`config.mk`:
```
export PLATFORM = sky130hd
export DESIGN_NAME = sddt_sweep_master
export DESIGN_NICKNAME = d
export VERILOG_FILES = /design/src/rtl/sddt_sweep_master.sv
export SDC_FILE = /design/constraint.sdc
export NUM_CORES = 1
export LEC_CHECK = 0
export ABC_AREA = 0
export CAP_MARGIN = 10
export CORE_AREA = 10 10 275 277
export CTS_CLUSTER_DIAMETER = 40
export CTS_CLUSTER_SIZE = 28
export DETAILED_ROUTE_END_ITERATION = 8
export DIE_AREA = 0 0 285 287
export GPL_TIMING_DRIVEN = 0
export SLEW_MARGIN = 40
export SYNTH_ARGS = -nofsm -noshare
export SYNTH_HDL_FRONTEND = slang
export SYNTH_SLANG_ARGS = --single-unit
```
`constraint.sdc`:
```
create_clock -name clk -period 7.4 [get_ports clk]
set_input_delay 1.48 -clock clk [delete_from_list [all_inputs] [get_ports clk]]
set_output_delay 1.48 -clock clk [all_outputs]
set_load 0.01 [all_outputs]
```
`src/rtl/sddt_sweep_master.sv`:
```
// Row-sweep command master (ACT, N x RD, PRE per row) with C2H read-beat accounting.
// Optional read-data signature and tlast consistency check: define SDDT_SWEEP_SIGNATURE_EN.
module sddt_sweep_master #(
    parameter int BG_WIDTH    = 2,
    parameter int BANK_WIDTH  = 2,
    parameter int COL_WIDTH   = 10,
    parameter int ROW_WIDTH   = 17,
    parameter int COL_STEP    = 8,
    parameter int TIMEOUT_CYC = 65535
) (
    input  logic                  clk,
    input  logic                  rst,
    input  logic                  start,
    input  logic [BG_WIDTH-1:0]   cfg_bg,
    input  logic [BANK_WIDTH-1:0] cfg_bank,
    input  logic [ROW_WIDTH-1:0]  cfg_row_start,
    input  logic [15:0]           cfg_row_count,
    input  logic [15:0]           cfg_col_count,
    output logic [127:0]          M_AXIS_CMD_tdata,
    output logic                  M_AXIS_CMD_tvalid,
    input  logic                  M_AXIS_CMD_tready,
    input  logic [511:0]          S_AXIS_C2H_tdata,
    input  logic                  S_AXIS_C2H_tvalid,
    input  logic                  S_AXIS_C2H_tlast,
    output logic                  S_AXIS_C2H_tready,
    output logic                  busy,
    output logic                  done,
    output logic                  err,
    output logic [31:0]           beat_count
`ifdef SDDT_SWEEP_SIGNATURE_EN
    ,
    output logic [31:0]           sig
`endif
);

    localparam logic [3:0] OP_ACT = 4'd1;
    localparam logic [3:0] OP_RD  = 4'd2;
    localparam logic [3:0] OP_PRE = 4'd4;

    typedef enum logic [2:0] {
        S_IDLE,
        S_ACT,
        S_RD,
        S_PRE,
        S_WAIT,
        S_DONE
    } state_t;

    state_t                state;
    logic [BG_WIDTH-1:0]   bg_q;
    logic [BANK_WIDTH-1:0] bank_q;
    logic [ROW_WIDTH-1:0]  row;
    logic [COL_WIDTH-1:0]  col;
    logic [15:0]           rows_left;
    logic [15:0]           col_count_q;
    logic [15:0]           cols_left;
    logic [31:0]           expected;
    logic [31:0]           idle_cnt;
    logic                  cmd_hs;
    logic                  beat;

    assign cmd_hs = M_AXIS_CMD_tvalid && M_AXIS_CMD_tready;
    assign beat   = S_AXIS_C2H_tvalid && S_AXIS_C2H_tready;

    function automatic logic [127:0] cmd_word(
        input logic [3:0]            op,
        input logic [BG_WIDTH-1:0]   bg,
        input logic [BANK_WIDTH-1:0] bank,
        input logic [COL_WIDTH-1:0]  c,
        input logic [ROW_WIDTH-1:0]  r
    );
        logic [127:0] w;
        w = '0;
        w[3:0]              = op;
        w[4 +: BG_WIDTH]    = bg;
        w[8 +: BANK_WIDTH]  = bank;
        w[12 +: COL_WIDTH]  = c;
        w[28 +: ROW_WIDTH]  = r;
        return w;
    endfunction

`ifdef SDDT_SWEEP_SIGNATURE_EN
    function automatic logic [31:0] fold512(input logic [511:0] d);
        logic [31:0] f;
        f = '0;
        for (int unsigned i = 0; i < 16; i++) begin
            f = f ^ d[i*32 +: 32];
        end
        return f;
    endfunction
`else
    logic unused_c2h;
    assign unused_c2h = ^{S_AXIS_C2H_tdata, S_AXIS_C2H_tlast};
`endif

    always_ff @(posedge clk or posedge rst) begin
        if (rst) begin
            state             <= S_IDLE;
            bg_q              <= '0;
            bank_q            <= '0;
            row               <= '0;
            col               <= '0;
            rows_left         <= '0;
            col_count_q       <= '0;
            cols_left         <= '0;
            expected          <= '0;
            idle_cnt          <= '0;
            M_AXIS_CMD_tdata  <= '0;
            M_AXIS_CMD_tvalid <= 1'b0;
            S_AXIS_C2H_tready <= 1'b0;
            busy              <= 1'b0;
            done              <= 1'b0;
            err               <= 1'b0;
            beat_count        <= '0;
`ifdef SDDT_SWEEP_SIGNATURE_EN
            sig               <= '0;
`endif
        end else begin
            // Beat accounting runs in every busy state; the FSM only ever sets err, never clears it mid-sweep.
            if (beat) begin
                if (beat_count != '1) beat_count <= beat_count + 32'd1;
                if (beat_count == expected) err <= 1'b1;
`ifdef SDDT_SWEEP_SIGNATURE_EN
                sig <= {sig[30:0], sig[31]} ^ fold512(S_AXIS_C2H_tdata);
                if (S_AXIS_C2H_tlast && ({1'b0, beat_count} + 33'd1 != {1'b0, expected}))
                    err <= 1'b1;
`endif
            end

            case (state)
                S_IDLE: begin
                    done <= 1'b0;
                    if (start) begin
                        bg_q        <= cfg_bg;
                        bank_q      <= cfg_bank;
                        row         <= cfg_row_start;
                        col         <= '0;
                        rows_left   <= cfg_row_count;
                        col_count_q <= cfg_col_count;
                        expected    <= 32'(cfg_row_count) * 32'(cfg_col_count);
                        idle_cnt    <= '0;
                        beat_count  <= '0;
                        err         <= 1'b0;
`ifdef SDDT_SWEEP_SIGNATURE_EN
                        sig         <= '0;
`endif
                        if (cfg_row_count == 16'd0) begin
                            state <= S_DONE;
                            done  <= 1'b1;
                        end else begin
                            state             <= S_ACT;
                            busy              <= 1'b1;
                            S_AXIS_C2H_tready <= 1'b1;
                            M_AXIS_CMD_tvalid <= 1'b1;
                            M_AXIS_CMD_tdata  <= cmd_word(OP_ACT, cfg_bg, cfg_bank, '0, cfg_row_start);
                        end
                    end
                end

                S_ACT: begin
                    if (cmd_hs) begin
                        col       <= '0;
                        cols_left <= col_count_q;
                        if (col_count_q != 16'd0) begin
                            state            <= S_RD;
                            M_AXIS_CMD_tdata <= cmd_word(OP_RD, bg_q, bank_q, '0, row);
                        end else begin
                            state            <= S_PRE;
                            M_AXIS_CMD_tdata <= cmd_word(OP_PRE, bg_q, bank_q, '0, row);
                        end
                    end
                end

                S_RD: begin
                    if (cmd_hs) begin
                        col       <= col + COL_WIDTH'(COL_STEP);
                        cols_left <= cols_left - 16'd1;
                        if (cols_left == 16'd1) begin
                            state            <= S_PRE;
                            M_AXIS_CMD_tdata <= cmd_word(OP_PRE, bg_q, bank_q, '0, row);
                        end else begin
                            M_AXIS_CMD_tdata <= cmd_word(OP_RD, bg_q, bank_q,
                                                         col + COL_WIDTH'(COL_STEP), row);
                        end
                    end
                end

                S_PRE: begin
                    if (cmd_hs) begin
                        rows_left <= rows_left - 16'd1;
                        row       <= row + ROW_WIDTH'(1);
                        if (rows_left == 16'd1) begin
                            state             <= S_WAIT;
                            M_AXIS_CMD_tvalid <= 1'b0;
                            M_AXIS_CMD_tdata  <= '0;
                            idle_cnt          <= '0;
                        end else begin
                            state            <= S_ACT;
                            M_AXIS_CMD_tdata <= cmd_word(OP_ACT, bg_q, bank_q, '0,
                                                         row + ROW_WIDTH'(1));
                        end
                    end
                end

                S_WAIT: begin
                    if (beat_count == expected) begin
                        state             <= S_DONE;
                        done              <= 1'b1;
                        busy              <= 1'b0;
                        S_AXIS_C2H_tready <= 1'b0;
                    end else if (idle_cnt == 32'(TIMEOUT_CYC)) begin
                        state             <= S_DONE;
                        done              <= 1'b1;
                        busy              <= 1'b0;
                        S_AXIS_C2H_tready <= 1'b0;
                        err               <= 1'b1;
                    end else begin
                        idle_cnt <= beat ? '0 : idle_cnt + 32'd1;
                    end
                end

                S_DONE: begin
                    done  <= 1'b0;
                    state <= S_IDLE;
                end

                default: begin
                    state             <= S_IDLE;
                    busy              <= 1'b0;
                    done              <= 1'b0;
                    S_AXIS_C2H_tready <= 1'b0;
                    M_AXIS_CMD_tvalid <= 1'b0;
                end
            endcase
        end
    end

endmodule

```
==> results.ini <==
[yosys]
ys_ff_latch=211
synth_edf_count=0
syn-cell-area_sq_um=20500
synth_cell_types=75
synth_cells=2421
synth_warnings=0
syn_area_per_cell_sq_um=8.48
ys_async_sr_fraction=1.00
ys.flop_type=dfrtp_1
synth_seq_area_share=0.257

[timing]
fin_crit_ns=7.29
hold_viol=0
clock-skew-final_ns=0.0657
period_share=0.985
setup_violations=0
final.setup.tns_ns=0
tightest_slew_ns=0.833
fmax_mhz=137
maxSlewViolCount=0
fin_ws_ns=0.109
slew_headroom=0.445

[final_layout]
design_area_sq_um=24700
drive_above_1_share=0.106
diodes=0
mostFrequentLayoutCell=nand2_1
nNetsFinal=3551
n_fill_cell=7291
syn_to_final_growth_pct=20.6
layout.cells.non_filler=3647
layout_common_cells=nand2_1 (379), inv_1 (240), dfrtp_1 (211), o21ai_0 (200), fa_1 (194)

[critical_path]
slowest_stage=fa_1
startpoint_type=primary input
path_class=primary input to register
cp_data_required_time_ns=7.87
critical_path.cell_chain=clkbuf_2, clkbuf_2, nand2_1, fa_1, inv_1, fa_1, fa_1, fa_1, fa_1, inv_1, fa_1, inv_1, ha_1, a21oi_1, o21ai_0, o2bb2ai_1, a311o_1, a221oi_2, a21oi_1, o41a_1, a21oi_1
cp_max_fo=10
crit_arrival_ns=7.76
crit_top_cell=fa_1
crit_path_max_incr_delay_ns=0.61
cp-end-kind=register

[grt]
grt-ovfl-total=0
grt_start_max_net_pins=75
grt_pass1_vias=17724
grt_usage=0.160
antenna_found_initial=1
grt_pass1_wl_mm=105

[placed_design]
dp_cells=3571
placedInstanceArea_sq_um=23300
pre_cts_ws_ns=-1.36
io_buffer_count=114
dp_hpwl_mm=51.9
place_congestion=0.923

[floorplan]
fp-row-count=97
fp.dieW_um=285
initial_core_util=0.294
die_y_um=287
design.core.area_sq_um=69800
die_area_sq_um=81800
io_pins=736

[route]
via_per_inst=4.89
wl_per_cell_um=18.4
drtPass1Iterations=6
vias=17834
drt-total-wl_mm=67.2
drc_errors=0
drtIter0Drc=1400
ant_nets=0

[clock_network]
clock_latency_ns=0.57
clock_path_buffers=3
path_clk_slew_ns=0.05
cts_tree=yes
ctsRootBufferMaster=clkbuf_16
cts_made_buffers=41
clock_sinks=211
h-tree-depth=2

[power_and_ir_drop]
vdd_ir_drop_max_mv=0.371
finalPower_mw=8.07
power_density_nw_per_um2=326
power_leakage_nw=11.9

[job]
maxCapViolations=0

[run_status]
status=complete, no violations

[min_path]
hp-class=register to register

sequential cells by signal, summed over array words and instances, names as in the netlist:
| name | flops |
|---|---|
| M_AXIS_CMD_tdata | 32 |
| M_AXIS_CMD_tvalid | 1 |
| bank_q | 2 |
| beat_count | 32 |
| bg_q | 2 |
| busy | 1 |
| col | 7 |
| col_count_q | 16 |
| cols_left | 16 |
| done | 1 |
| err | 1 |
| expected | 32 |
| idle_cnt | 32 |
| row | 17 |
| rows_left | 16 |
| state | 3 |
kinds of logic (layout without fill, tap and decap cells):
group,count (synthesis),in the layout,share of synthesized area
and+or+nand+nor,880,880,0.207
buffers and inverters,466,659,0.105
AOI/OAI and AO/OA,464,464,0.133
adders and majority gates,306,306,0.258
DFF,211,211,0.257
xor gates and xnor gates,89,89,0.0380
muxes,4,4,0.00207
other,1,94,0.000183
worst paths after layout:
check,from,end,depth (start not counted),slack (ns)
worst max-delay path,cfg_col_count[9],expected[29],21,0.11
worst min-delay path,M_AXIS_CMD_tdata[40],M_AXIS_CMD_tdata[40],2,0.47
worst max register to register,state[1],col_count_q[4],9,3.95
worst min register to register,M_AXIS_CMD_tdata[40],M_AXIS_CMD_tdata[40],2,0.47
max in group asynchronous,rst,beat_count[8],5,4.87
min in group asynchronous,rst,M_AXIS_CMD_tdata[43],3,1.40
critical path, delay by kind of cell:
| kind | cells | cell delay (ns) |
|---|---|---|
| buf+inv | 5 | 0.81 |
| fa+ha+maj | 7 | 3.48 |
| simple gates | 1 | 0.13 |
| compound gates | 8 | 1.84 |
cell type report:
| type | instances | area, sq um | area share |
|---|---|---|---|
| buffer | 223 | 1360 | 0.0551 |
| timing repair buffer | 118 | 1190 | 0.0482 |
| clock inverter | 29 | 318 | 0.0128 |
| clock buffer | 47 | 1060 | 0.0428 |
| multi-input combinational | 1837 | 13400 | 0.543 |
| sequential | 211 | 5280 | 0.213 |
| tap | 940 | 1180 | 0.0475 |
| inverter | 242 | 916 | 0.0370 |
metrics by stage:
step / util / hold WS, ns
3_3_place_gp: 0.332 / 0.462
2_1_floorplan: - / 0.445
4_1_cts: 0.354 / 0.481
5_1_grt: 0.355 / 0.500
3_5_place_dp: 0.334 / 0.470
6_report: 0.355 / 0.474
metal layers:
metal | up-vias | global-route usage | wire length, um
li1 | 8306 | - | -
met1 | 8771 | 0.205 | 28200
met2 | 656 | 0.268 | 32400
met3 | 101 | 0.0379 | 5150
met4 | 0 | 0.0432 | 1460
met5 | - | 0 | 0
Yosys cell counts (all sizes together), types with 4 or more instances:
cell type	number	area share
a31oi	16	0.0049
a21oi	124	0.030
and3	24	0.0074
a21o	13	0.0048
and2	132	0.040
inv	241	0.044
fa	194	0.19
nand3	69	0.017
dfrtp	211	0.26
nor3b	7	0.0028
o21ai	209	0.052
nor2	134	0.025
nor4	35	0.013
or2	7	0.0021
xor2	64	0.027
xnor2	25	0.011
o41ai	4	0.0024
o311ai	7	0.0030
ha	112	0.068
and4	11	0.0048
a22oi	16	0.0059
nand2b	14	0.0046
o22ai	7	0.0021
o211ai	5	0.0018
nor3	33	0.0080
a32oi	4	0.0017
clkbuf	106	0.020
nor2b	4	0.0012
buf	118	0.041
nand4	13	0.0040
o31ai	30	0.011
or3	13	0.0040
nand2	379	0.069
o21bai	6	0.0027
a211oi	5	0.0018
power by group:
part	switching, mW	internal [mW]
Sequential	0	1.16
Combinational	2.99	2.07
Clock	0.674	1.18
Total	3.66	4.41
what timing repair did:
item	CTS	global route
hold buffers	0	0
endpoints found under the setup margin	15	9
gates resized for setup	90	65
cloned	0	0
setup buffers	0	1
pin swaps	0	1
Power figures use the tool's default switching activity.
